File: src/rtl/bcd_sevenseg_scan_if.sv
`default_nettype none
// ============================================================================
// Module   : bcd_sevenseg_scan_if
// Brief    : Digit load / seven-segment display bus for bcd_sevenseg_scan.
// Revision : 1.0 - initial release
// ============================================================================
interface bcd_sevenseg_scan_if #(
    parameter int NUM_DIGITS = 4
);
    logic [4*NUM_DIGITS-1:0] digits_in;
    logic                    load;
    logic                    lzb_en;
    logic [6:0]              seg_n;
    logic [NUM_DIGITS-1:0]   an_n;
    logic                    frame_done;

    modport master (
        output digits_in,
        output load,
        output lzb_en,
        input  seg_n,
        input  an_n,
        input  frame_done
    );

    modport slave (
        input  digits_in,
        input  load,
        input  lzb_en,
        output seg_n,
        output an_n,
        output frame_done
    );
endinterface
`default_nettype wire

File: src/rtl/bcd_sevenseg_scan.sv
`default_nettype none
// ============================================================================
// Module   : bcd_sevenseg_scan
// Brief    : Snapshots packed BCD digits and scans them onto a common-anode
//            seven-segment bus with per-slot blanking and leading-zero blanking.
// Revision : 1.0 - initial release
// ============================================================================
module bcd_sevenseg_scan #(
    parameter int NUM_DIGITS   = 4,
    parameter int SCAN_DIV     = 1000,
    parameter int BLANK_CYCLES = 8
) (
    input  wire logic          clk,
    input  wire logic          reset_n,
    bcd_sevenseg_scan_if.slave bus
);
    localparam int c_cnt_w = (SCAN_DIV > 1) ? $clog2(SCAN_DIV) : 1;
    localparam int c_idx_w = $clog2(NUM_DIGITS);

    localparam logic [c_cnt_w-1:0] c_cnt_max = c_cnt_w'(SCAN_DIV - 1);
    localparam logic [c_cnt_w-1:0] c_blank   = c_cnt_w'(BLANK_CYCLES);
    localparam logic [c_idx_w-1:0] c_idx_max = c_idx_w'(NUM_DIGITS - 1);
    localparam logic [6:0]         c_seg_off = 7'h7F;

    logic [4*NUM_DIGITS-1:0] r_snap;
    logic [c_cnt_w-1:0]      r_cnt;
    logic [c_idx_w-1:0]      r_idx;
    logic [6:0]              r_seg;
    logic [NUM_DIGITS-1:0]   r_an;
    logic                    r_frame_done;

    logic [3:0]              w_digit [NUM_DIGITS];
    logic [NUM_DIGITS-1:0]   w_zero_from;
    logic                    w_slot_end;
    logic                    w_lz_blank;

    // Active-low {g,f,e,d,c,b,a}; anything outside 0..9 renders as a dash.
    function automatic logic [6:0] encode(input logic [3:0] code);
        logic [6:0] seg;
        case (code)
            4'd0:    seg = 7'h40;
            4'd1:    seg = 7'h79;
            4'd2:    seg = 7'h24;
            4'd3:    seg = 7'h30;
            4'd4:    seg = 7'h19;
            4'd5:    seg = 7'h12;
            4'd6:    seg = 7'h02;
            4'd7:    seg = 7'h78;
            4'd8:    seg = 7'h00;
            4'd9:    seg = 7'h10;
            default: seg = 7'h3F;
        endcase
        return seg;
    endfunction

    // w_zero_from[i] is set when digits i..NUM_DIGITS-1 of the snapshot are all zero.
    generate
        for (genvar i = 0; i < NUM_DIGITS; i++) begin : g_digit
            assign w_digit[i] = r_snap[4*i +: 4];
            if (i == NUM_DIGITS - 1) begin : g_top
                assign w_zero_from[i] = (w_digit[i] == 4'd0);
            end else begin : g_lower
                assign w_zero_from[i] = (w_digit[i] == 4'd0) && w_zero_from[i+1];
            end
        end
    endgenerate

    assign w_slot_end = (r_cnt == c_cnt_max);
    assign w_lz_blank = bus.lzb_en && (r_idx != '0) && w_zero_from[r_idx];

    always_ff @(posedge clk or negedge reset_n) begin
        if (!reset_n) begin
            r_snap <= '0;
        end else if (bus.load) begin
            r_snap <= bus.digits_in;
        end
    end

    always_ff @(posedge clk or negedge reset_n) begin
        if (!reset_n) begin
            r_cnt        <= '0;
            r_idx        <= '0;
            r_frame_done <= 1'b0;
        end else begin
            r_frame_done <= w_slot_end && (r_idx == c_idx_max);
            if (w_slot_end) begin
                r_cnt <= '0;
                r_idx <= (r_idx == c_idx_max) ? '0 : r_idx + 1'b1;
            end else begin
                r_cnt <= r_cnt + 1'b1;
            end
        end
    end

    // Anodes stay off at the start of every slot so the previous digit's
    // segments never ghost onto the next anode.
    always_ff @(posedge clk or negedge reset_n) begin
        if (!reset_n) begin
            r_seg <= c_seg_off;
            r_an  <= '1;
        end else if (r_cnt < c_blank) begin
            r_seg <= c_seg_off;
            r_an  <= '1;
        end else begin
            r_an  <= ~(NUM_DIGITS'(1) << r_idx);
            r_seg <= w_lz_blank ? c_seg_off : encode(w_digit[r_idx]);
        end
    end

    assign bus.seg_n      = r_seg;
    assign bus.an_n       = r_an;
    assign bus.frame_done = r_frame_done;
endmodule
`default_nettype wire

File: src/flat_wrapper.sv
// flat-port wrapper written by rule: the top's interface ports become plain ports
module bcd_sevenseg_scan_flat 
#(
    parameter int NUM_DIGITS   = 4,
    parameter int SCAN_DIV     = 1000,
    parameter int BLANK_CYCLES = 8
)
  (clk, reset_n, bus_digits_in, bus_load, bus_lzb_en, bus_seg_n, bus_an_n, bus_frame_done);
  bcd_sevenseg_scan_if #(.NUM_DIGITS(NUM_DIGITS)) bus_i ();
  input  wire logic clk;
  input  wire logic reset_n;
  input wire logic [$bits(bus_i.digits_in)-1:0] bus_digits_in;
  input wire logic [$bits(bus_i.load)-1:0] bus_load;
  input wire logic [$bits(bus_i.lzb_en)-1:0] bus_lzb_en;
  output wire logic [$bits(bus_i.seg_n)-1:0] bus_seg_n;
  output wire logic [$bits(bus_i.an_n)-1:0] bus_an_n;
  output wire logic [$bits(bus_i.frame_done)-1:0] bus_frame_done;
  assign bus_i.digits_in = bus_digits_in;
  assign bus_i.load = bus_load;
  assign bus_i.lzb_en = bus_lzb_en;
  assign bus_seg_n = bus_i.seg_n;
  assign bus_an_n = bus_i.an_n;
  assign bus_frame_done = bus_i.frame_done;
  bcd_sevenseg_scan #(.NUM_DIGITS(NUM_DIGITS), .SCAN_DIV(SCAN_DIV), .BLANK_CYCLES(BLANK_CYCLES)) u_core (.clk(clk), .reset_n(reset_n), .bus(bus_i));
endmodule
File: config.mk
export PLATFORM = sky130hd
export DESIGN_NAME = bcd_sevenseg_scan_flat
export DESIGN_NICKNAME = d
export VERILOG_FILES = /design/src/rtl/bcd_sevenseg_scan_if.sv /design/src/rtl/bcd_sevenseg_scan.sv /design/src/flat_wrapper.sv
export SDC_FILE = /design/constraint.sdc
export NUM_CORES = 1
export LEC_CHECK = 0
export CORE_MARGIN = 2
export CORE_UTILIZATION = 42
export CTS_BUF_LIST = sky130_fd_sc_hd__clkbuf_4 sky130_fd_sc_hd__clkbuf_8
export CTS_CLUSTER_DIAMETER = 40
export DETAILED_ROUTE_END_ITERATION = 12
export GPL_ROUTABILITY_DRIVEN = 0
export HOLD_SLACK_MARGIN = 0.1
export PLACE_DENSITY = 0.68
export SETUP_SLACK_MARGIN = 0.1
export SYNTH_ARGS = -nofsm -noshare
export SYNTH_HDL_FRONTEND = slang
export SYNTH_SLANG_ARGS = --single-unit
File: constraint.sdc
create_clock -name clk -period 1.74 [get_ports clk]
set_input_delay 0.174 -clock clk [delete_from_list [all_inputs] [get_ports clk]]
set_output_delay 0.174 -clock clk [all_outputs]
set_load 0.05 [all_outputs]
# Word level (Yosys, flattened, before mapping)
# Memories as Yosys holds them, arrays and structs flattened.
# Index checks and enable logic that the tools add are counted.
# totals
romBits,112
word_cells,38
output_inout_bits,12
n_memories,1
ff_bits,40
latchBits,0
ram_bits,0
input_bits,20
# classes
n_lt_le_gt_ge,3
mul,0
n_reduce_logical,11
addsub,2
shifts,1
n_mux,10
div_mod_pow,0
eq_ne,2
bitwise,2
# memory_table
name,words,width,read_ports,rd_clocked_by_memory_dff,wr,line,text
(name not given),16,7,1,0,0,bcd_sevenseg_scan.sv:40,case (code)
# op_table
op,count
zero test 4 bit,4
two-way mux 7 bit,2
two-way mux 4 bit,3
"adder 10 x 1 -> 10 bit, second input constant",1
"== test 10 bit, second input constant",1
"less-than comparator 10 x 4 -> 1 bit, second input constant",1
two-way mux 10 bit,1
binary-select mux 4 bit (select 2 bit),1
logical AND 1 bit,6
inverter 4 bit,1
"left shift 1 x 2 -> 4 bit, first input constant",1
">= comparator 3 bit, second input constant",1
"less-than comparator 2 x 3 -> 1 bit, second input constant",1
inverter 2 -> 3 bit,1
"adder 2 x 1 -> 2 bit, second input constant",1
binary-select mux 1 bit (select 2 bit),1
"== test 2 bit, second input constant",1
two-way mux 2 bit,1
nonzero test 2 bit,1
two-way mux 1 bit,1

# Logic depth before layout (Yosys ltp)
# Gate-level depths: netlist of run 1.
# depth
word_depth,9
depth_mapped,8
ltp_nobuf,7

# Worst setup path before layout of run 1
# Ideal clock, no wire load.
# synth_path
kind,register to register
from,register u_core.r_idx[1]
to,register u_core.r_seg[4] (netlist: u_core.bus.seg_n[4])
arrival_ps,1744
setup_slack_ps,-96
n_path_buf,1
path_stages_with_launch,9
required_time_ps,1648
period_less_slack_ps,1836
setup_time_ps,92
path_cell_list,dfrtp_1 buf_6 mux4_1 inv_1 ha_1 inv_1 a21o_2 a21oi_1 o211ai_1
# synth_via
elab_chain_cells,7
elab_cells_between_ends,12
cone_classes,7 x mux; 1 x bitwise; 3 x reduce/logical; 1 x memory
# synth_lines
element,line,text
start: declaration,bcd_sevenseg_scan.sv:27,logic [c_idx_w-1:0] r_idx;
start signal: assignment,bcd_sevenseg_scan.sv:88,r_idx <= (r_idx == c_idx_max) ? '0 : r_idx + 1'b1;
inverter 2 -> 3 bit (not written as such),bcd_sevenseg_scan.sv:106,r_seg <= w_lz_blank ? c_seg_off : encode(w_digit[r_idx]);
binary-select mux 4 bit (select 2 bit),bcd_sevenseg_scan.sv:106,
two-way mux 4 bit (not written as such) (2 in a row),bcd_sevenseg_scan.sv:106,
memory (16 x 7 bit),n/a,
two-way mux 7 bit (*),bcd_sevenseg_scan.sv:106,
two-way mux 7 bit (*),bcd_sevenseg_scan.sv:101,end else if (r_cnt < c_blank) begin
end signal: assignment,bcd_sevenseg_scan.sv:99,r_seg <= c_seg_off;
end signal: assignment,bcd_sevenseg_scan.sv:102,r_seg <= c_seg_off;
end signal: assignment,bcd_sevenseg_scan.sv:106,
end: declaration,bcd_sevenseg_scan.sv:28,logic [6:0] r_seg;
# Every way passes the cells marked *; elsewhere a longest branch is shown, timed or not. The select of a mux whose other input is x is not followed.
# A chain may end at the register's enable or synchronous reset.

# Worst setup path in the final report of run 1
# Same ends and word-level chain as after synthesis.

==> results.toml, run 1 <==
[pwr]
p_switching_mw = 0.593
intPower_mw = 1.93
combPwrFrac = 0.170
sw_frac_of_total = 0.235
clkPwrFrac = 0.414
p_seq_frac = 0.416
power_density_nw_per_um2 = 982
p_leak_nw = 1.10
max-vdd-ir-drop_uv = 407

[die]
core.rowCount = 24
fp.dieH_um = 71.2
ioPinCount = 32
core_um2 = 4350
dieArea_um2 = 5070
die_x_um = 71.2
start_util = 0.435

[worst_setup_path]
required_ns = 1.94
r2r-start = "u_core.r_idx[1]"
critPathMaxFanout = 5
worstSetupEndpointType = "register"
worstPathArrival_ns = 2.00
reg2reg_depth = 7
start_kind = "register"
path_class = "reg2reg"
ff2ff_setup_slack_ns = -0.06
rr_endpoint = "u_core.bus.seg_n[4]"

[finish]
area_growth_pct = 35.6
fin_area_um2 = 2570
num-nets-final = 238
diodes = 0
drive_above_1_share = 0.388

[yosys]
synth.avg_cell_area_um2 = 12.0
synth_seq_cells = 40
synth_commonest_cells = "dfrtp_1, mux2_2, dfstp_2, nand2_1, ha_1"
ys_async_sr_fraction = 1.00
yosysSeqAreaShare = 0.535
synthDistinctLibCells = 34
synth_top_area_frac = 0.383
synth-main-ff-cell = "dfrtp_1"
netlist_area_um2 = 1900
synthCells = 158
yosysWarnings = 0
synth_area_leaders = "dfrtp_1, dfstp_2, mux2_2"
synth-edff-count = 0
syn-num-nets = 188
post-synth-top-count-cell = "dfrtp_1"
yosys.area.top_type = "dfrtp_1"

[sta]
hold_viol_final = 0
setup_viol = 5
slew_viol_final = 0
setup_ws_ns = -0.0605
tightest_slew_ns = 0.486
setup_tns_ns = -0.156
finalCriticalPeriod_ns = 1.80
rsz0062_at_grt = "true"
fin_skew_ns = 0.00907
maxSlewHeadroom = 0.675
timing.final.crit_share = 1.03
fmax_mhz = 555

[drt]
firstDrtPassIters = 5
drc_errors = 0
first_iter_violations = 119
via_per_inst = 5.45
drt.antenna.violating_nets = 0
wl_per_cell_um = 14.5
via_count = 1422
wl_mm = 3.79

[clock_tree]
cts.clk_slew.worst_paths_ns = 0.08
cts_buffers = 5
cts_root_buf = "clkbuf_8"
cts_sinks = 40
cts_tree = "done"
clock_path_buffers = 2
htreeDepth = 2
clk-insertion-delay-late_ns = 0.30

[place]
hpwl_mm = 2.75
pre_cts_slack_ns = -0.106
placed_cell_area_um2 = 2300
io_buffers = 31

[status]
violations = "negative setup slack"
status = "complete, but fails checks"

[global_routing]
grt_pass1_vias = 1440
grt_first_pass_wirelength_mm = 6.67
grtUsageTotal = 0.169
antenna_found_initial = 0
grt_max_degree = 22
grt-ovfl-total = 0

[min_path]
hold_path.class = "in2async"

[job]
maxCapViolations = 0
-- power groups by stage --
stage,sequential [mW],combinational [mW],clock [mW]
4_1_cts,1.05,0.417,1.07
5_1_grt,1.06,0.460,1.10
3_5_place_dp,1.07,0.379,0
3_3_place_gp,1.07,0.365,0
6_report,1.05,0.429,1.04
2_1_floorplan,1.16,0.131,0
-- per-stage QoR --
step	power (mW)	cells	hold WS [ns]	util
floorplan	1.29	158	-0.122	-
global placement	1.43	246	0.145	0.528
detailed placement	1.45	246	0.151	0.528
CTS	2.54	260	0.365	0.584
global route	2.62	261	0.413	0.590
finish	2.52	261	0.350	0.590
-- per-layer routing --
metal  wire length (µm)  vias to the layer above  GRT usage
li1                   -                      661          -
met1               1630                      711      0.212
met2               1880                       42      0.274
met3                200                        8     0.0427
met4                 82                        0     0.0797
met5                  0                        -          0
-- state kept, by name, indices dropped and copies added (netlist names) --
name                   flops
u_core.r_idx               2
u_core.bus.seg_n           7
u_core.bus.frame_done      1
u_core.r_cnt              10
u_core.bus.an_n            4
u_core.r_snap             16
-- cells by family (layout without fill, tap and decap cells) --
group	count (synthesis)	after routing	share of synthesized area
mux	20	20	0.147
fa+ha+maj	10	10	0.0660
buf+inv	11	62	0.0257
xor+xnor	5	5	0.0231
compound gates	20	20	0.0634
simple gates	52	52	0.140
flops	40	40	0.535
-- worst max-delay path by stage --
stage | startpoint | end | slack [ns] | depth (start not counted)
2_1_floorplan | u_core.r_idx[1] | u_core.bus.seg_n[4] | 0.004 | 8
3_3_place_gp | u_core.r_idx[1] | u_core.bus.seg_n[4] | 0.01 | 7
3_5_place_dp | u_core.r_idx[1] | u_core.bus.seg_n[4] | -0.11 | 7
4_1_cts | u_core.r_idx[1] | u_core.bus.seg_n[4] | -0.05 | 7
5_1_grt | u_core.r_idx[1] | u_core.bus.seg_n[4] | -0.15 | 7
6_report | u_core.r_idx[1] | u_core.bus.seg_n[4] | -0.06 | 7
-- cell type report --
class / instances / area [µm²]
clock buffers: 5 / 68.8
fillers: 317 / 1780
inverters: 6 / 22.5
flip-flops and latches: 40 / 1020
well taps: 52 / 65.1
clock inverters: 3 / 90.1
repair buffers: 48 / 424
multi-input cells: 107 / 883
-- critical path: stages (launching register included) --
cell and delay (ns):
dfrtp_2 0.43, mux4_2 0.57, inv_2 0.11, ha_4 0.13
inv_2 0.03, a21o_2 0.21, a21oi_2 0.11, o211ai_1 0.11
-- cell usage in the layout (no fill, tap or decap), types with 4 or more instances in the layout --
master           Yosys  layout
buf_4                0      25
ha_1                10       7
clkdlybuf4s50_1      0      19
dfrtp_1             29      28
nor2_1               9       9
clkbuf_8             0       5
a21oi_1              6       4
mux2_2              16      16
mux4_2               2       4
nand3_1              8       8
dfstp_2             11      11
nor4_1               6       6
nor3_1               4       4
nand2_1             11      10
o21ai_0              7       5
-- what timing repair did --
item	4_1_cts	5_1_grt
setup endpoints to repair	7	7
hold buffers	1	0
pin swaps	4	2
endpoints found under the hold margin	12	0
gates resized for setup	11	5
setup buffers	5	1
Note: power is estimated with default switching activity, not from simulation.
==> run 2, diff against run 1 <==
- CORE_ASPECT_RATIO: not set -> 0.5
==> results.toml, run 2 (same netlist as run 1, synthesis figures left out) <==
[sta]
tightest_slew_ns = 0.490
setup_ws_ns = 0.0140
fin_skew_ns = 0.00808
setup_viol = 0
finalCriticalPeriod_ns = 1.73
fmax_mhz = 579
hold_viol_final = 0
slew_viol_final = 0
maxSlewHeadroom = 0.672
timing.final.crit_share = 0.992
rsz0062_at_grt = "true"

[finish]
largest_register = "u_core.r_snap"
drive_above_1_share = 0.383
num-nets-final = 235
final_cells = 263
diodes = 0
largest_reg_flops = 16
final_common_cell = "dfrtp_1"
final_util = 0.570
mostFrequentLayoutCells = "dfrtp_1, buf_4, clkdlybuf4s50_1"
area_growth_pct = 31.2

[pwr]
p_seq_frac = 0.480
power_density_nw_per_um2 = 881
intPower_mw = 1.62
p_total_mw = 2.19
p_leak_nw = 1.05
max-vdd-ir-drop_uv = 387
p_switching_mw = 0.567
combPwrFrac = 0.183
clkPwrFrac = 0.337
sw_frac_of_total = 0.259

[clock_tree]
cts_root_buf = "clkbuf_8"
cts.clk_slew.worst_paths_ns = 0.08
clock_path_buffers = 2
cts_tree = "done"
clk-insertion-delay-late_ns = 0.29
htreeDepth = 2
cts_buffers = 5
cts_sinks = 40

[worst_setup_path]
path_class = "reg2reg"
critPathCapture = "u_core.bus.seg_n[0]"
start_kind = "register"
slowest_stage = "mux4_2"
crit_chain = "mux4_2 -> buf_4 -> ha_4 -> o21ba_4 -> o21ai_2 -> nand3_1"
reg2reg_depth = 6
rr_endpoint = "u_core.bus.seg_n[0]"
critPathMaxFanout = 5
cp-startpoint = "u_core.r_idx[1]"
r2r-start = "u_core.r_idx[1]"
ff2ff_setup_slack_ns = 0.01
worstPathArrival_ns = 1.93
required_ns = 1.95
worstSetupEndpointType = "register"
crit_path_max_incr_delay_ns = 0.57

[die]
core_um2 = 4360
core.rowCount = 17
start_util = 0.435
ioPinCount = 32
dieArea_um2 = 5100
fp.dieH_um = 51.5
die_x_um = 99.0

[global_routing]
grt_pass1_vias = 1298
antenna_found_initial = 0
grtUsageTotal = 0.152
grt_first_pass_wirelength_mm = 6.00
grt_max_degree = 41
grt-ovfl-total = 0

[drt]
via_count = 1340
drt.antenna.violating_nets = 0
firstDrtPassIters = 4
first_iter_violations = 44
wl_mm = 3.43
drc_errors = 0
wl_per_cell_um = 13.0
via_per_inst = 5.10

[job]
maxCapViolations = 0

[min_path]
hold_path.class = "in2async"

[status]
status = "finished, final reports clean"

[place]
dp.cells = 252
pre_cts_slack_ns = -0.0680
io_buffers = 31
hpwl_mm = 2.58
-- run 2: per-layer routing --
layer	vias to the layer above	share of wire	track usage	wire length, µm
met1	656	0.47	0.199	1600
met2	20	0.49	0.247	1670
li1	658	-	-	-
met4	0	0.013	0.0525	44
met5	-	0	0	0
met3	6	0.032	0.0417	109
-- run 2: worst max-delay path, delay by kind of cell, from the launching register on --
| family | cells | cell delay, ns |
|---|---|---|
| AO/OA/AOI/OAI | 2 | 0.24 |
| flip-flops | 1 | 0.43 |
| buffers and inverters | 1 | 0.17 |
| AND/OR/NAND/NOR | 1 | 0.09 |
| adder cells (fa/ha/maj) | 1 | 0.15 |
| multiplexers | 1 | 0.57 |
-- run 2: stage by stage --
step	hold slack, ns	area, µm²	setup TNS, ns
final	0.468	2490	0
after global routing	0.486	2490	-0.351
after CTS	0.471	2430	0
after detailed placement	0.255	2300	-0.191
after global placement	0.252	2300	0
after floorplan	-0.122	1900	0
-- run 2: how the worst min path moves through the flow --
| stage | endpoint | slack (ns) | depth (start not counted) |
|---|---|---|---|
| 2_1_floorplan | u_core.bus.frame_done | -0.12 | 0 |
| 3_3_place_gp | u_core.r_snap[5] | 0.25 | 2 |
| 3_5_place_dp | u_core.r_snap[2] | 0.25 | 2 |
| 4_1_cts | u_core.r_cnt[0] | 0.47 | 1 |
| 5_1_grt | u_core.r_snap[10] | 0.49 | 2 |
| 6_report | u_core.r_snap[9] | 0.47 | 3 |
-- run 2: area by class of cell --
cell class                 instances  area (µm²)
clock buffer                       5        68.8
clock inverter                     3        42.5
fill                             359        1870
inverter                           6        22.5
multi-input combinational        107         877
sequential                        40        1020
tap                               57        71.3
timing repair buffer              45         389
-- run 2: power by group through the flow --
| stage | logic (mW) | clock network [mW] | registers (mW) |
|---|---|---|---|
| 4_1_cts | 0.378 | 0.759 | 1.05 |
| 3_3_place_gp | 0.371 | 0 | 1.07 |
| 5_1_grt | 0.435 | 0.801 | 1.06 |
| 2_1_floorplan | 0.131 | 0 | 1.16 |
| 3_5_place_dp | 0.375 | 0 | 1.07 |
| 6_report | 0.402 | 0.739 | 1.05 |
-- run 2: repair_timing --
| action | 4_1_cts | 5_1_grt |
|---|---|---|
| buffers inserted | 0 | 2 |
| setup endpoints to repair | 9 | 7 |
| hold buffers | 1 | 0 |
| gates resized for setup | 2 | 13 |
| pin swaps | 2 | 7 |
| hold endpoints to repair | 29 | 0 |
==> run 3, diff against run 2 <==
- CTS_CLUSTER_DIAMETER: 40 -> not set
==> results of run 3 <==
Final layout, timing and power as in run 2 (identical DEF).
